### src/rtl/rvfi_bmc_pkg.sv
// Shared helpers for the RVFI BMC sequencer: wait-counter sizing, port limit and
// elaboration-time parameter bound checks.
`ifndef RVFI_BMC_PKG_SV
`define RVFI_BMC_PKG_SV

// Parameter bound checks, expanded at module scope so a bad configuration fails elaboration.
`define RVFI_BMC_CHECK_DEPTH(depth, cycle_w) \
    if (!((depth) < ((2 ** (cycle_w)) - 1))) begin : g_bad_depth \
        $error("rvfi_bmc: DEPTH must be below 2**CYCLE_W-1"); \
    end

`define RVFI_BMC_CHECK_RESET_CYCLES(reset_cycles, cycle_w) \
    if (((reset_cycles) < 1) || ((reset_cycles) >= ((2 ** (cycle_w)) - 1))) begin : g_bad_reset_cycles \
        $error("rvfi_bmc: RESET_CYCLES must be >= 1 and below 2**CYCLE_W-1"); \
    end

package rvfi_bmc_pkg;

    localparam int MAX_PORTS = 4;

    // The counter must reach MAX_WAIT+1 so an overrun stays distinguishable from the limit.
    function automatic int wait_w(input int max_wait);
        return $clog2(max_wait + 2);
    endfunction

endpackage

`endif

### src/rtl/rvfi_bmc_sequencer_if.sv
// Memory-port bundle between the core under test (master) and the BMC sequencer (slave).
interface rvfi_bmc_sequencer_if #(
    parameter int NUM_PORTS = 1,
    parameter int ADDR_W    = 32,
    parameter int DATA_W    = 32
);

    logic [NUM_PORTS-1:0]            mem_valid;
    logic [NUM_PORTS-1:0]            mem_ready;
    logic [NUM_PORTS-1:0]            mem_instr;
    logic [NUM_PORTS*ADDR_W-1:0]     mem_addr;
    logic [NUM_PORTS*DATA_W-1:0]     mem_wdata;
    logic [NUM_PORTS*DATA_W/8-1:0]   mem_wstrb;
    logic [NUM_PORTS-1:0]            force_ready;
    logic [NUM_PORTS-1:0]            wait_err;
    logic [NUM_PORTS-1:0]            stable_err;

    modport master (
        output mem_valid, mem_ready, mem_instr, mem_addr, mem_wdata, mem_wstrb,
        input  force_ready, wait_err, stable_err
    );

    modport slave (
        input  mem_valid, mem_ready, mem_instr, mem_addr, mem_wdata, mem_wstrb,
        output force_ready, wait_err, stable_err
    );

endinterface

### src/rtl/rvfi_bmc_port_mon.sv
// Per-port handshake monitor: bounded wait-state counter, force_ready and wait_err.
// Optional request-stability capture when MEM_STABLE_CHECK_EN is defined.
module rvfi_bmc_port_mon
    import rvfi_bmc_pkg::*;
#(
    parameter int MAX_WAIT = 4,
    parameter int ADDR_W   = 32,
    parameter int DATA_W   = 32
) (
    input  logic                  clk,
    input  logic                  resetn,
    input  logic                  en,
    input  logic                  valid,
    input  logic                  ready,
    input  logic                  instr,
    input  logic [ADDR_W-1:0]     addr,
    input  logic [DATA_W-1:0]     wdata,
    input  logic [DATA_W/8-1:0]   wstrb,
    output logic                  force_ready,
    output logic                  wait_err,
    output logic                  stable_err
);

    localparam int WW = wait_w(MAX_WAIT);
    localparam logic [WW-1:0] WCNT_LIMIT = WW'(MAX_WAIT);
    localparam logic [WW-1:0] WCNT_SAT   = WW'(MAX_WAIT + 1);

    logic [WW-1:0] wcnt_reg;
    logic [WW-1:0] wcnt_next;
    logic          wait_err_reg;
    logic          stall;
    logic          at_limit;

    assign stall    = en && valid && !ready;
    assign at_limit = (wcnt_reg == WCNT_LIMIT);

    // Any cycle that is not a stall (idle, accepted, or core held in reset) restarts the count.
    always_comb begin
        wcnt_next = '0;
        if (stall) begin
            wcnt_next = (wcnt_reg == WCNT_SAT) ? wcnt_reg : wcnt_reg + 1'b1;
        end
    end

    always_ff @(posedge clk) begin
        if (!resetn) begin
            wcnt_reg     <= '0;
            wait_err_reg <= 1'b0;
        end else begin
            wcnt_reg <= wcnt_next;
            if (stall && at_limit) begin
                wait_err_reg <= 1'b1;
            end
        end
    end

    assign force_ready = en && valid && at_limit;
    assign wait_err    = wait_err_reg;

`ifdef MEM_STABLE_CHECK_EN
    logic                stalled_reg;
    logic                stable_err_reg;
    logic                instr_reg;
    logic [ADDR_W-1:0]   addr_reg;
    logic [DATA_W-1:0]   wdata_reg;
    logic [DATA_W/8-1:0] wstrb_reg;
    logic                changed;

    // A stalled request must be presented unchanged until it is accepted.
    assign changed = !valid || (instr != instr_reg) || (addr != addr_reg) ||
                     (wdata != wdata_reg) || (wstrb != wstrb_reg);

    always_ff @(posedge clk) begin
        if (!resetn) begin
            stalled_reg    <= 1'b0;
            stable_err_reg <= 1'b0;
            instr_reg      <= 1'b0;
            addr_reg       <= '0;
            wdata_reg      <= '0;
            wstrb_reg      <= '0;
        end else begin
            stalled_reg <= stall;
            if (stall) begin
                instr_reg <= instr;
                addr_reg  <= addr;
                wdata_reg <= wdata;
                wstrb_reg <= wstrb;
            end
            if (en && stalled_reg && changed) begin
                stable_err_reg <= 1'b1;
            end
        end
    end

    assign stable_err = stable_err_reg;
`else
    logic unused_fields;
    assign unused_fields = ^{instr, addr, wdata, wstrb};
    assign stable_err    = 1'b0;
`endif

endmodule

### src/rtl/rvfi_bmc_sequencer.sv
// RVFI BMC harness sequencer: core reset, saturating cycle counter, checker enable at DEPTH,
// per-port handshake monitors and the env_ok assume condition. Optional: MEM_STABLE_CHECK_EN.
module rvfi_bmc_sequencer
    import rvfi_bmc_pkg::*;
#(
    parameter int DEPTH        = 20,
    parameter int RESET_CYCLES = 1,
    parameter int CYCLE_W      = 8,
    parameter int STICKY_EN    = 0,
    parameter int MAX_WAIT     = 4,
    parameter int NUM_PORTS    = 1,
    parameter int ADDR_W       = 32,
    parameter int DATA_W       = 32
) (
    input  logic                 clk,
    input  logic                 resetn,
    output logic                 core_resetn,
    output logic                 check_enable,
    output logic [CYCLE_W-1:0]   cycle,
    input  logic                 trap,
    rvfi_bmc_sequencer_if.slave  mem,
    output logic                 trap_seen,
    output logic                 env_ok
);

    `RVFI_BMC_CHECK_DEPTH(DEPTH, CYCLE_W)
    `RVFI_BMC_CHECK_RESET_CYCLES(RESET_CYCLES, CYCLE_W)

    if ((NUM_PORTS < 1) || (NUM_PORTS > MAX_PORTS)) begin : g_bad_num_ports
        $error("rvfi_bmc: NUM_PORTS must be 1..MAX_PORTS");
    end

    localparam logic [CYCLE_W-1:0] CYCLE_MAX   = '1;
    localparam logic [CYCLE_W-1:0] DEPTH_C     = CYCLE_W'(DEPTH);
    localparam logic [CYCLE_W-1:0] RESET_END_C = CYCLE_W'(RESET_CYCLES);

    logic [CYCLE_W-1:0]   cycle_reg;
    logic                 check_enable_reg;
    logic                 check_enable_next;
    logic                 trap_seen_reg;
    logic [NUM_PORTS-1:0] force_ready_vec;
    logic [NUM_PORTS-1:0] wait_err_vec;
    logic [NUM_PORTS-1:0] stable_err_vec;

    assign core_resetn = (cycle_reg >= RESET_END_C);

    always_comb begin
        check_enable_next = (cycle_reg == DEPTH_C);
        if (STICKY_EN != 0) begin
            check_enable_next = (cycle_reg >= DEPTH_C);
        end
    end

    always_ff @(posedge clk) begin
        if (!resetn) begin
            cycle_reg        <= '0;
            check_enable_reg <= 1'b0;
            trap_seen_reg    <= 1'b0;
        end else begin
            if (cycle_reg != CYCLE_MAX) begin
                cycle_reg <= cycle_reg + 1'b1;
            end
            check_enable_reg <= check_enable_next;
            // Traps while the core is still held in reset are expected noise.
            if (core_resetn && trap) begin
                trap_seen_reg <= 1'b1;
            end
        end
    end

    for (genvar gi = 0; gi < NUM_PORTS; gi++) begin : g_port
        rvfi_bmc_port_mon #(
            .MAX_WAIT (MAX_WAIT),
            .ADDR_W   (ADDR_W),
            .DATA_W   (DATA_W)
        ) u_mon (
            .clk         (clk),
            .resetn      (resetn),
            .en          (core_resetn),
            .valid       (mem.mem_valid[gi]),
            .ready       (mem.mem_ready[gi]),
            .instr       (mem.mem_instr[gi]),
            .addr        (mem.mem_addr[gi*ADDR_W +: ADDR_W]),
            .wdata       (mem.mem_wdata[gi*DATA_W +: DATA_W]),
            .wstrb       (mem.mem_wstrb[gi*(DATA_W/8) +: (DATA_W/8)]),
            .force_ready (force_ready_vec[gi]),
            .wait_err    (wait_err_vec[gi]),
            .stable_err  (stable_err_vec[gi])
        );
    end

    assign mem.force_ready = force_ready_vec;
    assign mem.wait_err    = wait_err_vec;
    assign mem.stable_err  = stable_err_vec;

    assign cycle        = cycle_reg;
    assign check_enable = check_enable_reg;
    assign trap_seen    = trap_seen_reg;
    assign env_ok       = ~|wait_err_vec & ~|stable_err_vec & ~trap_seen_reg;

endmodule
### src/flat_wrapper.sv
// flat-port wrapper written by rule: the top's interface ports become plain ports
module rvfi_bmc_sequencer_flat import rvfi_bmc_pkg::*;
#(
    parameter int DEPTH        = 20,
    parameter int RESET_CYCLES = 1,
    parameter int CYCLE_W      = 8,
    parameter int STICKY_EN    = 0,
    parameter int MAX_WAIT     = 4,
    parameter int NUM_PORTS    = 1,
    parameter int ADDR_W       = 32,
    parameter int DATA_W       = 32
)
  (clk, resetn, core_resetn, check_enable, cycle, trap, trap_seen, env_ok, mem_mem_valid, mem_mem_ready, mem_mem_instr, mem_mem_addr, mem_mem_wdata, mem_mem_wstrb, mem_force_ready, mem_wait_err, mem_stable_err);
  rvfi_bmc_sequencer_if #(.NUM_PORTS(NUM_PORTS), .ADDR_W(ADDR_W), .DATA_W(DATA_W)) mem_i ();
  input  logic clk;
  input  logic resetn;
  output logic core_resetn;
  output logic check_enable;
  output logic [CYCLE_W-1:0] cycle;
  input  logic trap;
  output logic trap_seen;
  output logic env_ok;
  input wire logic [$bits(mem_i.mem_valid)-1:0] mem_mem_valid;
  input wire logic [$bits(mem_i.mem_ready)-1:0] mem_mem_ready;
  input wire logic [$bits(mem_i.mem_instr)-1:0] mem_mem_instr;
  input wire logic [$bits(mem_i.mem_addr)-1:0] mem_mem_addr;
  input wire logic [$bits(mem_i.mem_wdata)-1:0] mem_mem_wdata;
  input wire logic [$bits(mem_i.mem_wstrb)-1:0] mem_mem_wstrb;
  output wire logic [$bits(mem_i.force_ready)-1:0] mem_force_ready;
  output wire logic [$bits(mem_i.wait_err)-1:0] mem_wait_err;
  output wire logic [$bits(mem_i.stable_err)-1:0] mem_stable_err;
  assign mem_i.mem_valid = mem_mem_valid;
  assign mem_i.mem_ready = mem_mem_ready;
  assign mem_i.mem_instr = mem_mem_instr;
  assign mem_i.mem_addr = mem_mem_addr;
  assign mem_i.mem_wdata = mem_mem_wdata;
  assign mem_i.mem_wstrb = mem_mem_wstrb;
  assign mem_force_ready = mem_i.force_ready;
  assign mem_wait_err = mem_i.wait_err;
  assign mem_stable_err = mem_i.stable_err;
  rvfi_bmc_sequencer #(.DEPTH(DEPTH), .RESET_CYCLES(RESET_CYCLES), .CYCLE_W(CYCLE_W), .STICKY_EN(STICKY_EN), .MAX_WAIT(MAX_WAIT), .NUM_PORTS(NUM_PORTS), .ADDR_W(ADDR_W), .DATA_W(DATA_W)) u_core (.clk(clk), .resetn(resetn), .core_resetn(core_resetn), .check_enable(check_enable), .cycle(cycle), .trap(trap), .mem(mem_i), .trap_seen(trap_seen), .env_ok(env_ok));
endmodule
### config.mk
export PLATFORM = sky130hd
export DESIGN_NAME = rvfi_bmc_sequencer_flat
export DESIGN_NICKNAME = d
export VERILOG_FILES = /design/src/rtl/rvfi_bmc_pkg.sv /design/src/rtl/rvfi_bmc_sequencer_if.sv /design/src/rtl/rvfi_bmc_port_mon.sv /design/src/rtl/rvfi_bmc_sequencer.sv /design/src/flat_wrapper.sv
export SDC_FILE = /design/constraint.sdc
export NUM_CORES = 1
export LEC_CHECK = 0
export BUFFER_PORTS_ARGS = -buffer_cell sky130_fd_sc_hd__clkbuf_2
export CAP_MARGIN = 0
export CORE_AREA = 2 2 55 57
export CTS_CLUSTER_SIZE = 24
export DETAILED_ROUTE_END_ITERATION = 7
export DIE_AREA = 0 0 57 59
export HOLD_SLACK_MARGIN = 0.08
export PLACE_DENSITY = 0.71
export SLEW_MARGIN = 20
export SYNTH_ARGS = -nofsm -noshare
export SYNTH_HDL_FRONTEND = slang
export SYNTH_SLANG_ARGS = --single-unit
### constraint.sdc
create_clock -name clk -period 1.35 [get_ports clk]
set_input_delay 0.0675 -clock clk [delete_from_list [all_inputs] [get_ports clk]]
set_output_delay 0.0675 -clock clk [all_outputs]
set_load 0.05 [all_outputs]
**Word level (Yosys, flattened, before mapping)**

Cells that the tools add are included.

- Bits in registers: 14
- Input port bits: 74
- Output and inout bits: 15
- Logic and storage cells: 22

- $add $sub $neg: 2
- Magnitude comparators: 1
- Eq/ne operators: 4
- Bitwise gates (word level): 2
- Reduce and logical (&&, ||, !) cells: 8

Operators by type and width:

| operator | count |
|---|---|
| $add A8 B1 Y8 const B | 1 |
| $eq A8 B5 Y1 const B | 1 |
| $ge A8 B1 Y1 const B | 1 |
| $ne A8 B8 Y1 const B | 1 |
| $eq A3 B3 Y1 const B | 2 |
| $logic_and A1 B1 Y1 | 5 |
| $add A3 B1 Y3 const B | 1 |
| $logic_not A1 Y1 | 2 |
| $reduce_and A2 Y1 | 1 |
| $and A1 B1 Y1 | 1 |
| $not A1 Y1 | 1 |

**Logic depth before layout (Yosys ltp)**

Gate-level depths: netlist (run 1).

- Depth after elaboration: 4
- Depth in mapped cells: 5
- Mapped depth without buffers: 5

**Hierarchy**

Synthesis (run 1) repeated with hierarchy kept, for this count alone.

- Cells, all modules: 85
- Area, all modules: 765.7 sq um

By module, submodules not included:

| module | times used | cells an instance | area each (sq um) |
|---|---|---|---|
| rvfi_bmc_sequencer | 1 | 59 | 525.5 |
| rvfi_bmc_port_mon | 1 | 26 | 240.2 |

**Worst setup path after synthesis (run 1)**

Ideal clock, no wire load.

- Path type: register to register
- Start point: register u_core.cycle_reg[0], in the netlist u_core.cycle[0]
- End point: register u_core.g_port[0].u_mon.wait_err_reg
- Arrival: 2.312 ns
- Setup slack: -1.026 ns
- Stages on the path, launching flop included: 6
- Cell sequence: dfxtp_1 -> inv_1 -> ha_1 -> nor4b_2 -> a21oi_1 -> a22o_1

- Word-level cells in the longest chain between the ends: 4

RTL lines:

| element | line | text |
|---|---|---|
| from (decl) | rvfi_bmc_sequencer.sv:37 | `logic [CYCLE_W-1:0] cycle_reg;` |
| from (signal assigned) | rvfi_bmc_sequencer.sv:61 | `cycle_reg <= cycle_reg + 1'b1;` |
| $ge A8 B1 Y1 | rvfi_bmc_sequencer.sv:45 | `assign core_resetn = (cycle_reg >= RESET_END_C);` |
| $logic_and A1 B1 Y1 (2 in series) | rvfi_bmc_port_mon.sv:34 | `assign stall = en && valid && !ready;` |
| $logic_and A1 B1 Y1 | rvfi_bmc_port_mon.sv:51 | `if (stall && at_limit) begin` |
| to (signal assigned) | rvfi_bmc_port_mon.sv:48 | `wait_err_reg <= 1'b0;` |
| to (signal assigned) | rvfi_bmc_port_mon.sv:52 | `wait_err_reg <= 1'b1;` |
| to (decl) | rvfi_bmc_port_mon.sv:30 | `logic wait_err_reg;` |

No other way between the ends.
A chain may end at the register's enable or synchronous reset.

**Worst setup path in the final report (run 1)**

- Start point: register u_core.cycle_reg[1], in the netlist u_core.cycle[1]
- End point: output port core_resetn

- Word-level cells in the longest chain between the ends: 1

RTL lines:

| element | line | text |
|---|---|---|
| $ge A8 B1 Y1 | rvfi_bmc_sequencer.sv:45 |  |
| to (decl) | flat_wrapper.sv:17 | `output logic core_resetn;` |

No other way between the ends.

==> summary.txt, run 1 <==
Status
  – Status: complete, but fails checks
  – Violations in the final reports: setup timing

Floorplanning
  – Num ports: 89
  – Horiz. Die Dim: between 50 and 60 um
  – Core Region: 2710 sq um
  – Initial Util: 0.279
  – Die ar.: roughly 3400 sq um
  – Site Rows: 19
  – Die H: 59 um

Synthesis
  – Post-synth cell types: 34
  – Synth Net Count: ~170
  – Top-area cell type share of the netlist area: 0.371
  – Predominant post-synthesis flop cell: dfxtp_1
  – Cells after Synth: 85
  – Leading area contributor after synthesis: dfxtp_1
  – Top cells by area, synth: dfxtp_1 (37%), ha_1 (12%), nand3_1 (4.0%)
  – Post-synthesis sequential area ratio: 0.371
  – Synth async-reset ratio: 0
  – Yosys reg bits: 14
  – Cell area after synthesis: between 700 and 800 sq um
  – EDFF count, synth: 0
  – Ys Warns: 0
  – Mean Syn Cell Area: between 8 and 9 sq um

STA
  – Slew Viols, Final: 0
  – Min Tclk post-route: about 1.6 ns
  – Fin worst setup slack: -0.211 ns
  – Highest clock rate: roughly 640 MHz
  – Layout Skew: around 0.0026 ns
  – Worst hold margin: 0.134 ns
  – RSZ-0062 raised after global routing: true
  – Final Cycle Share: 1.16
  – Final setup TNS: -0.882 ns
  – Hold Vio Cnt, Final: 0
  – Final setup violation count: 8

Clocking
  – Worst-path clk slew: roughly 0.09 ns
  – CTS max path bufs: 2
  – Worst-Skew Late Latency: roughly 0.27 ns
  – CTS tree: done
  – CTS H-tree lvls: 1
  – CTS Buf Count: 3
  – Clock net sink count: 14
  – Root buf cell: clkbuf_4
  – Post-CTS Hold Fix Bufs: 0

Power and ir drop
  – Power share of the sequential group: 0.445
  – Leakage: 0.525 nW
  – VDD IR max: around 0.54 mV
  – Comb power frac: 0.246
  – Clock power frac: 0.309
  – Internal power: a little under 0.7 mW
  – Power Density: roughly 850 nW/um^2
  – Switching part of the total power: 0.302
  – Sw power: 0.297 mW
  – Overall power: 0.983 mW

Drt
  – DRT iter0 DRCs: 8
  – Initial DRT Pass Iterations: 5
  – Routed Antenna Nets: 0
  – Vias/cell: between 4 and 5
  – Vias: ~740
  – Drc violations: 0
  – Routed WL: around 1800 um
  – Routed WL per cell: ~12 um

Cells and area
  – Nets: approximately 200
  – Number of flip-flops in the largest register: 8
  – Final non-filler cell total: 152
  – Post-layout util: 0.425
  – Area Growth Syn to Fin: 52.5%
  – Final instance area: between 1000 and 1500 sq um
  – ANT cells: 0
  – Filler cell count in the final layout: between 200 and 300
  – Layout cell share with drive strength beyond 1: 0.496

Min path
  – Min-Delay Startpoint: mem_mem_ready
  – Worst Hold End: u_core.g_port[0].u_mon.wait_err$_SDFFE_PN0P_
  – Hold path cells: 3
  – Hold Path Class: input port to register

Global routing
  – GRT overflow: 0
  – Antenna violations before repair: 0
  – First-pass GRT wire length: between 3000 and 4000 um
  – Largest net degree at the start of global routing: 15
  – Gr usage total: 0.117
  – Vias in the first global route: 726

Worst setup path
  – Critical path data required time: between 1 and 1.5 ns
  – CP startpoint kind: register
  – R2r setup slk: -0.12 ns
  – Critical Path Sink Type: output port
  – Reg2Reg Capture Point: u_core.g_port[0].u_mon.wcnt_reg[1]$_SDFFE_PN0P_
  – Critical path type: register to output port
  – Data arrival, critical path: between 1 and 1.5 ns
  – Launch point of the worst reg-to-reg path: u_core.cycle[1]$_SDFFE_PN0P_
  – CP Max Fanout: 3
  – Cells on worst reg2reg path: 7

Job
  – Max Cap Viol: 0

Place
  – Placed cell count: around 140
  – Setup WS pre-CTS: -0.0437 ns
  – Dpl hpwl: 1360 um
  – RD Place Congestion: a little under 0.9
  – Buffers on Ports: 18
  – DP Area: about 1000 sq um
==> power groups by stage <==
stage	Combinational [mW]	Clock, mW	Sequential (mW)
after CTS	0.227	0.318	0.438
after detailed placement	0.198	0	0.449
after global routing	0.263	0.339	0.440
final	0.242	0.304	0.438
after global placement	0.195	0	0.448
after floorplan	0.106	0	0.483
==> worst max-delay path by stage <==
stage	from	to	depth (start not counted)
final	u_core.cycle[1]$_SDFFE_PN0P_	core_resetn	5
after global routing	u_core.cycle[0]$_SDFFE_PN0P_	core_resetn	5
after CTS	u_core.cycle[1]$_SDFFE_PN0P_	core_resetn	5
after detailed placement	u_core.cycle[0]$_SDFFE_PN0P_	u_core.g_port[0].u_mon.wcnt_reg[1]$_SDFFE_PN0P_	6
after global placement	u_core.cycle[0]$_SDFFE_PN0P_	u_core.cycle[7]$_SDFFE_PN0P_	3
after floorplan	u_core.cycle[1]$_SDFFE_PN0P_	u_core.g_port[0].u_mon.wait_err$_SDFFE_PN0P_	5
==> cells in the final DEF, fill, tap and decap left out, types with 2 or more instances in the layout <==
master     n
nand3b_1   2
dfxtp_2    4
clkbuf_8   2
clkbuf_2  16
ha_4       2
nand3_1    6
o21ai_1    2
dfxtp_4    4
nand4_1    2
a21boi_1   2
inv_1      3
ha_1       5
a31oi_1    3
nor2_1     3
buf_4     16
o211a_1    2
clkbuf_4   3
o21ai_0    3
and3_1     4
nand2_1    7
dfxtp_1    6
==> Yosys cell counts, types with 2 or more instances <==
cell type / instances
a21boi_1: 2
a21oi_1: 3
a31oi_1: 3
and3_1: 4
dfxtp_1: 14
ha_1: 7
inv_1: 5
nand2_1: 7
nand3_1: 6
nand3b_1: 2
nand4_1: 2
nor2_1: 3
o211a_1: 2
o21ai_0: 5
==> layer usage <==
metal  up-vias  GRT usage  part of all wire
met1       345      0.134              0.43
met5         -          0                 0
li1        383          -                 -
met4         0     0.0199                 0
met3         0     0.0328             0.048
met2        16      0.222              0.52
==> cell type report <==
cell class	instances	area (sq um)	share of cell area
multi-input cells	63	515	0.447
flip-flops and latches	14	300	0.261
repair buffers	35	240	0.208
well taps	31	38.8	0.0337
clock buffers	4	36.3	0.0315
inverters	5	21.3	0.0185
==> critical path: stages (launching register included) <==
cell and delay (ns):
dfxtp_4 0.37, inv_4 0.04, ha_4 0.15, nor4b_4 0.32
nand2_1 0.13, clkbuf_8 0.20
==> logic make-up after synthesis <==
group | count (synthesis) | synth area share
XOR/XNOR | 1 | 0.0116
AND/OR/NAND/NOR | 33 | 0.262
buffers and inverters | 8 | 0.0464
adder cells (fa/ha/maj) | 7 | 0.116
multiplexers | 1 | 0.0132
flip-flops | 14 | 0.371
AO/OA/AOI/OAI | 20 | 0.176
other | 1 | 0.00496
==> timing repair <==
| action | in CTS | in global routing |
|---|---|---|
| pin swaps | 4 | 2 |
| endpoints found under the hold margin | 0 | 0 |
| setup endpoints to repair | 5 | 12 |
| setup buffers | 4 | 4 |
| resized for setup | 11 | 6 |
No activity file was read; power rests on OpenSTA's default activity.
==> run 2, diff against run 1 <==
--- a/config.mk
+++ b/config.mk
@@ -7,12 +7,14 @@
 export LEC_CHECK = 0
 export BUFFER_PORTS_ARGS = -buffer_cell sky130_fd_sc_hd__clkbuf_2
 export CAP_MARGIN = 0
-export CORE_AREA = 2 2 55 57
+export CELL_PAD_IN_SITES_DETAIL_PLACEMENT = 0
+export CELL_PAD_IN_SITES_GLOBAL_PLACEMENT = 1
+export CORE_AREA = 2 2 68 70
 export CTS_CLUSTER_SIZE = 24
 export DETAILED_ROUTE_END_ITERATION = 7
-export DIE_AREA = 0 0 57 59
+export DIE_AREA = 0 0 70 72
 export HOLD_SLACK_MARGIN = 0.08
-export PLACE_DENSITY = 0.71
+export PLACE_DENSITY_LB_ADDON = 0.1
 export SLEW_MARGIN = 20
 export SYNTH_ARGS = -nofsm -noshare
 export SYNTH_HDL_FRONTEND = slang
==> summary.txt, run 2 (synthesized netlist as in run 1, its figures left out) <==
Status
  – Status: complete, but fails checks
  – Violations in the final reports: setup timing

Worst setup path
  – Data arrival, critical path: approximately 1.4 ns
  – CP startpoint kind: register
  – Critical Path Sink Type: output port
  – CP Max Fanout: 4
  – Critical path type: register to output port
  – Critical path data required time: between 1 and 1.5 ns

Drt
  – Vias/cell: a little over 4
  – Vias: 700
  – Drc violations: 0
  – DRT iter0 DRCs: 39
  – Routed Antenna Nets: 0
  – Routed WL: 2080 um
  – Routed WL per cell: around 12 um
  – Initial DRT Pass Iterations: 4

Power and ir drop
  – Overall power: 1.10 mW
  – VDD IR max: roughly 0.32 mV
  – Power Density: slightly above 900 nW/um^2
  – Leakage: 0.521 nW

STA
  – Worst hold margin: 0.153 ns
  – Final Cycle Share: 1.09
  – RSZ-0062 raised after global routing: true
  – Min Tclk post-route: between 1 and 1.5 ns
  – Layout Skew: between 0.004 and 0.005 ns
  – Highest clock rate: about 700 MHz
  – Final setup TNS: -0.321 ns
  – Final setup violation count: 4
  – Slew Viols, Final: 0
  – Fin worst setup slack: -0.120 ns
  – Hold Vio Cnt, Final: 0

Floorplanning
  – Die ar.: a little over 5000 sq um
  – Site Rows: 24
  – Horiz. Die Dim: 70 um
  – Initial Util: 0.177
  – Num ports: between 80 and 90
  – Core Region: 4260 sq um
  – Die H: 72 um

Place
  – Setup WS pre-CTS: -0.0960 ns
  – RD Place Congestion: around 0.7
  – Dpl hpwl: 1560 um
  – Buffers on Ports: 18

Cells and area
  – Number of flip-flops in the largest register: 8
  – Filler cell count in the final layout: around 470
  – Layout cell share with drive strength beyond 1: 0.487
  – Most frequent cells in the layout: clkbuf_2 (16), buf_4 (15), nand3_1 (6), nand2_1 (6), dfxtp_1 (6)
  – ANT cells: 0
  – Area Growth Syn to Fin: 56.8%
  – Nets: about 200
  – Most common cell after layout, fill and taps aside: clkbuf_2

Clocking
  – CTS Buf Count: 3
  – Post-CTS Hold Fix Bufs: 0
  – Clock net sink count: 14
  – CTS tree: done
  – CTS H-tree lvls: 1
  – Worst-path clk slew: around 0.060 ns
  – Root buf cell: clkbuf_8
  – CTS max path bufs: 2
  – Worst-Skew Late Latency: 0.25 ns

Job
  – Max Cap Viol: 0

Global routing
  – Antenna violations before repair: 0
  – First-pass GRT wire length: around 3300 um
  – GRT overflow: 0
  – Gr usage total: 0.0847
  – Vias in the first global route: slightly below 700
  – Largest net degree at the start of global routing: 15

Min path
  – Hold Path Class: input port to register
==> run 2: final cells by class <==
cell class	instances	area (sq um)	share of cell area
Timing Repair Buffer	33	223	0.188
Clock buffer	4	55.1	0.0465
Multi-Input combinational cell	63	520	0.439
Tap cell	52	65.1	0.0549
Inverter	5	21.3	0.0180
Sequential cell	14	300	0.253
==> run 2: critical path, cell delays in order (launching register included) <==
cell and delay (ns):
dfxtp_4 0.35, inv_4 0.05, ha_4 0.15, nor4b_4 0.20, buf_4 0.19, a21oi_4 0.06
buf_8 0.15
==> run 2: repair_timing <==
action                                  CTS  global route
endpoints found under the hold margin     0             0
pin swaps                                 3             2
buffers inserted                          4             0
gates resized for setup                   9             9
endpoints found under the setup margin    7            13
gates cloned                              0             0
==> run 2: path summary, 6_finish.rpt <==
path	from	endpoint	slack, ns	cells after the start
hold / removal	mem_mem_ready	u_core.g_port[0].u_mon.wait_err$_SDFFE_PN0P_	0.15	3
setup / recovery	u_core.cycle[1]$_SDFFE_PN0P_	mem_force_ready	-0.12	6
hold reg to reg	u_core.trap_seen$_SDFFE_PN0P_	u_core.trap_seen$_SDFFE_PN0P_	0.50	1
setup reg to reg	u_core.cycle[0]$_SDFFE_PN0P_	u_core.cycle[7]$_SDFFE_PN0P_	-0.07	4
==> run 2: per-layer routing <==
| metal | vias up | wire (um) | GRT usage |
|---|---|---|---|
| met5 | - | 0 | 0 |
| met4 | 0 | 42 | 0.0449 |
| met3 | 5 | 74 | 0.0194 |
| met2 | 11 | 952 | 0.133 |
| met1 | 310 | 1010 | 0.109 |
| li1 | 374 | - | - |
==> run 2: where the power goes <==
part	switching (mW)	internal, mW	total, mW
clock	0.160	0.259	0.419
sequential	0.0152	0.423	0.438
combinational	0.144	0.0970	0.241
total	0.320	0.778	1.10
==> run 2: stage by stage <==
stage               cells  area [sq um]  utilization
global route          171          1180        0.278
CTS                   171          1160        0.273
global placement      164          1050        0.246
floorplan              85           822            -
finish                171          1180        0.278
detailed placement    164          1050        0.246
==> run 3, diff against run 2 <==
--- a/config.mk
+++ b/config.mk
@@ -9,13 +9,14 @@
 export CAP_MARGIN = 0
 export CELL_PAD_IN_SITES_DETAIL_PLACEMENT = 0
 export CELL_PAD_IN_SITES_GLOBAL_PLACEMENT = 1
-export CORE_AREA = 2 2 68 70
+export CORE_AREA = 2 2 67 69
 export CTS_CLUSTER_SIZE = 24
 export DETAILED_ROUTE_END_ITERATION = 7
-export DIE_AREA = 0 0 70 72
+export DIE_AREA = 0 0 69 71
 export HOLD_SLACK_MARGIN = 0.08
 export PLACE_DENSITY_LB_ADDON = 0.1
 export SLEW_MARGIN = 20
 export SYNTH_ARGS = -nofsm -noshare
 export SYNTH_HDL_FRONTEND = slang
+export SYNTH_HIERARCHICAL = 1
 export SYNTH_SLANG_ARGS = --single-unit
==> summary.txt, run 3 <==
Worst setup path
  – Launch point of the worst reg-to-reg path: u_core/cycle[1]$_SDFFE_PN0P_
  – Critical Path Sink Type: output port
  – Critical path type: register to output port
  – Slowest stage cell, crit path: dfxtp_4
  – R2r setup slk: -0.12 ns
  – Worst path most repeated cell: nand2_4
  – Critical path origin: u_core/cycle[1]$_SDFFE_PN0P_
  – CP Max Fanout: 3
  – Critical path data required time: roughly 1.3 ns
  – Worst Path Buf+Inv: 2
  – CP peak stage delay: approximately 0.35 ns
  – CP Cell Sequence: inv_4 > ha_4 > nor4b_4 > nand2_4 > nand2_4 > nor2_4 > buf_8
  – Delay-heaviest family, CP: simple AND/OR/NAND/NOR gates
  – Cells on worst reg2reg path: 8
  – Reg2Reg Capture Point: u_core/g_port[0].u_mon/wait_err$_SDFFE_PN0P_
  – Data arrival, critical path: between 1 and 1.5 ns
  – CP startpoint kind: register

Cells and area
  – Final non-filler cell total: 169
  – Post-layout util: 0.282
  – Nets: just under 200
  – Most common cell after layout, fill and taps aside: clkbuf_2
  – ANT cells: 0
  – Number of flip-flops in the largest register: 8
  – Most frequent cells in the layout: clkbuf_2 (16), buf_4 (12), dfxtp_1 (6), dfxtp_2 (6)
  – Area Growth Syn to Fin: 55.1%
  – Layout cell share with drive strength beyond 1: 0.530

Synthesis
  – Post-synthesis mux area share: 0.0131
  – Ys Warns: 6
  – Top-area cell type share of the netlist area: 0.366
  – Synth async-reset ratio: 0
  – Largest family of logic cells by synthesized area: simple AND/OR/NAND/NOR gates
  – Leading area contributor after synthesis: dfxtp_1
  – Post-synth cell types: 36
  – EDFF count, synth: 0
  – Yosys reg bits: 14
  – Count leader, synth: dfxtp_1
  – Mean Syn Cell Area: between 9 and 10 sq um
  – Cell area after synthesis: roughly 770 sq um
  – Synth Area in Compound Gates: 0.168
  – Post-synthesis sequential area ratio: 0.366
  – Simple-gate portion of the synthesized area: 0.299
  – Synth cell count leaders: dfxtp_1 (14), nand2_1 (7), ha_1 (6), inv_1 (6), nand3_1 (5)
  – Predominant post-synthesis flop cell: dfxtp_1
  – Post-synthesis xor/xnor area fraction: 0
  – Synth Net Count: between 150 and 200
  – Post-Synth Adder-Cell Area: 0.0980
  – Top cells by area, synth: dfxtp_1 (37%), ha_1 (9.8%), nand2_1 (3.4%)
  – Cells after Synth: between 80 and 90

Place
  – Dpl hpwl: around 1500 um
  – Placed cell count: ~160
  – RD Place Congestion: just over 0.7
  – Buffers on Ports: 18

Power and ir drop
  – Clock power frac: 0.374
  – VDD IR max: 0.297 mV
  – Power share of the sequential group: 0.390
  – Leakage: between 0.5 and 0.6 nW
  – Internal power: just under 0.8 mW
  – Comb power frac: 0.236
  – Power Density: 954 nW/um^2
  – Sw power: 0.339 mW
  – Switching part of the total power: 0.299

Drt
  – Initial DRT Pass Iterations: 4
  – Routed WL per cell: approximately 12 um
  – DRT iter0 DRCs: 33
  – Vias/cell: between 4 and 5
  – Drc violations: 0
  – Routed WL: between 2000 and 2500 um
  – Routed Antenna Nets: 0
  – Vias: 748

Status
  – Status: complete, but fails checks
  – Violations in the final reports: setup timing

Clocking
  – Clock net sink count: 14
  – CTS Buf Count: 3
  – Post-CTS Hold Fix Bufs: 0
  – CTS max path bufs: 2
  – Worst-path clk slew: roughly 0.07 ns
  – CTS tree: done
  – Worst-Skew Late Latency: 0.25 ns
  – CTS H-tree lvls: 1
  – Root buf cell: clkbuf_8

STA
  – RSZ-0062 raised after global routing: true
  – Hold Vio Cnt, Final: 0
  – Min Tclk post-route: roughly 1.5 ns
  – Slew Viols, Final: 0
  – Worst hold margin: ~0.12 ns
  – Layout Skew: about 0.0038 ns
  – Final Cycle Share: 1.12
  – Final setup violation count: 6
  – Fin worst setup slack: -0.161 ns
  – Final setup TNS: -0.703 ns
  – Highest clock rate: 662 MHz

Global routing
  – Vias in the first global route: ~720
  – Busiest grt layer: met2
  – Met2 GRT Util: 0.138
  – Gr usage total: 0.0907
  – Largest net degree at the start of global routing: 14
  – Antenna violations before repair: 0
  – Grt met3 use: 0.0256
  – Met1 Use GR: 0.120
  – First-pass GRT wire length: around 3500 um
  – GRT overflow: 0

Floorplanning
  – Num ports: just under 90
  – Initial Util: 0.182
  – Core Region: roughly 4200 sq um
  – Site Rows: 24
  – Horiz. Die Dim: around 69 um
  – Die ar.: a little under 5000 sq um
  – Die H: about 71 um

Job
  – Max Cap Viol: 0

Min path
  – Hold path cells: 3
  – Hold Path Class: input port to register
  – Min-Delay Startpoint: mem_mem_ready
  – Worst Hold End: u_core/g_port[0].u_mon/wcnt_reg[2]$_SDFFE_PN0P_
==> run 3: cell types whose count changed after synthesis, moves of 2 or more <==
cell / before / now
o211a_1: 2 / 0
and3_2: 0 / 2
nand3b_1: 2 / 0
nor3b_1: 0 / 2
and3_1: 4 / 1
and3b_1: 0 / 2
nor3_1: 1 / 3
==> run 3: worst max path at each step <==
stage                                                         endpoint  cells past startpoint
after floorplan           u_core/g_port[0].u_mon/wait_err$_SDFFE_PN0P_                      6
after CTS                                              mem_force_ready                      7
after detailed placement                               mem_force_ready                      7
after global routing                                   mem_force_ready                      7
final                                                  mem_force_ready                      7
after global placement                                 mem_force_ready                      7
==> run 3: kinds of logic after synthesis <==
| family | after synthesis |
|---|---|
| AOI/OAI and AO/OA | 20 |
| adders and majority gates | 6 |
| and+or+nand+nor | 34 |
| muxes | 1 |
| other | 1 |
| DFF | 14 |
| buffers and inverters | 9 |
==> run 3: per-stage QoR <==
step / area (sq um) / setup slack (ns) / power, mW
2_1_floorplan: 837 / -0.165 / 0.607
3_5_place_dp: 1050 / -0.0651 / 0.682
3_3_place_gp: 1050 / -0.0602 / 0.682
4_1_cts: 1170 / -0.195 / 1.14
5_1_grt: 1190 / -0.217 / 1.19
6_report: 1190 / -0.161 / 1.13
==> run 3: metal layers <==
| layer | vias up | routed length [um] |
|---|---|---|
| li1 | 375 | - |
| met1 | 352 | 1030 |
| met2 | 17 | 899 |
| met3 | 4 | 100 |
| met4 | 0 | 37 |
| met5 | - | 0 |
==> run 3: worst min-delay path: cells and delay by family <==
kind          cells  cell delay [ns]
simple gates      2             0.18
buf+inv           1             0.08
==> run 3: power by group through the flow <==
stage / logic (mW) / clock network (mW) / registers, mW
6_report: 0.268 / 0.424 / 0.441
5_1_grt: 0.289 / 0.460 / 0.443
2_1_floorplan: 0.116 / 0 / 0.491
3_5_place_dp: 0.231 / 0 / 0.451
3_3_place_gp: 0.231 / 0 / 0.451
4_1_cts: 0.257 / 0.444 / 0.441
==> run 3: final cells by class <==
class,instances,area (sq um)
fillers,448,3020
inverters,6,25.0
clock buffers,4,55.1
well taps,52,65.1
repair buffers,31,204
flip-flops and latches,14,295
multi-input cells,62,543
==> run 3: repair_timing <==
item                       CTS  global route
setup endpoints to repair    7            13
hold endpoints to repair     0             0
pin swaps                    4             3
resized for setup           11             5
setup buffers                2             1
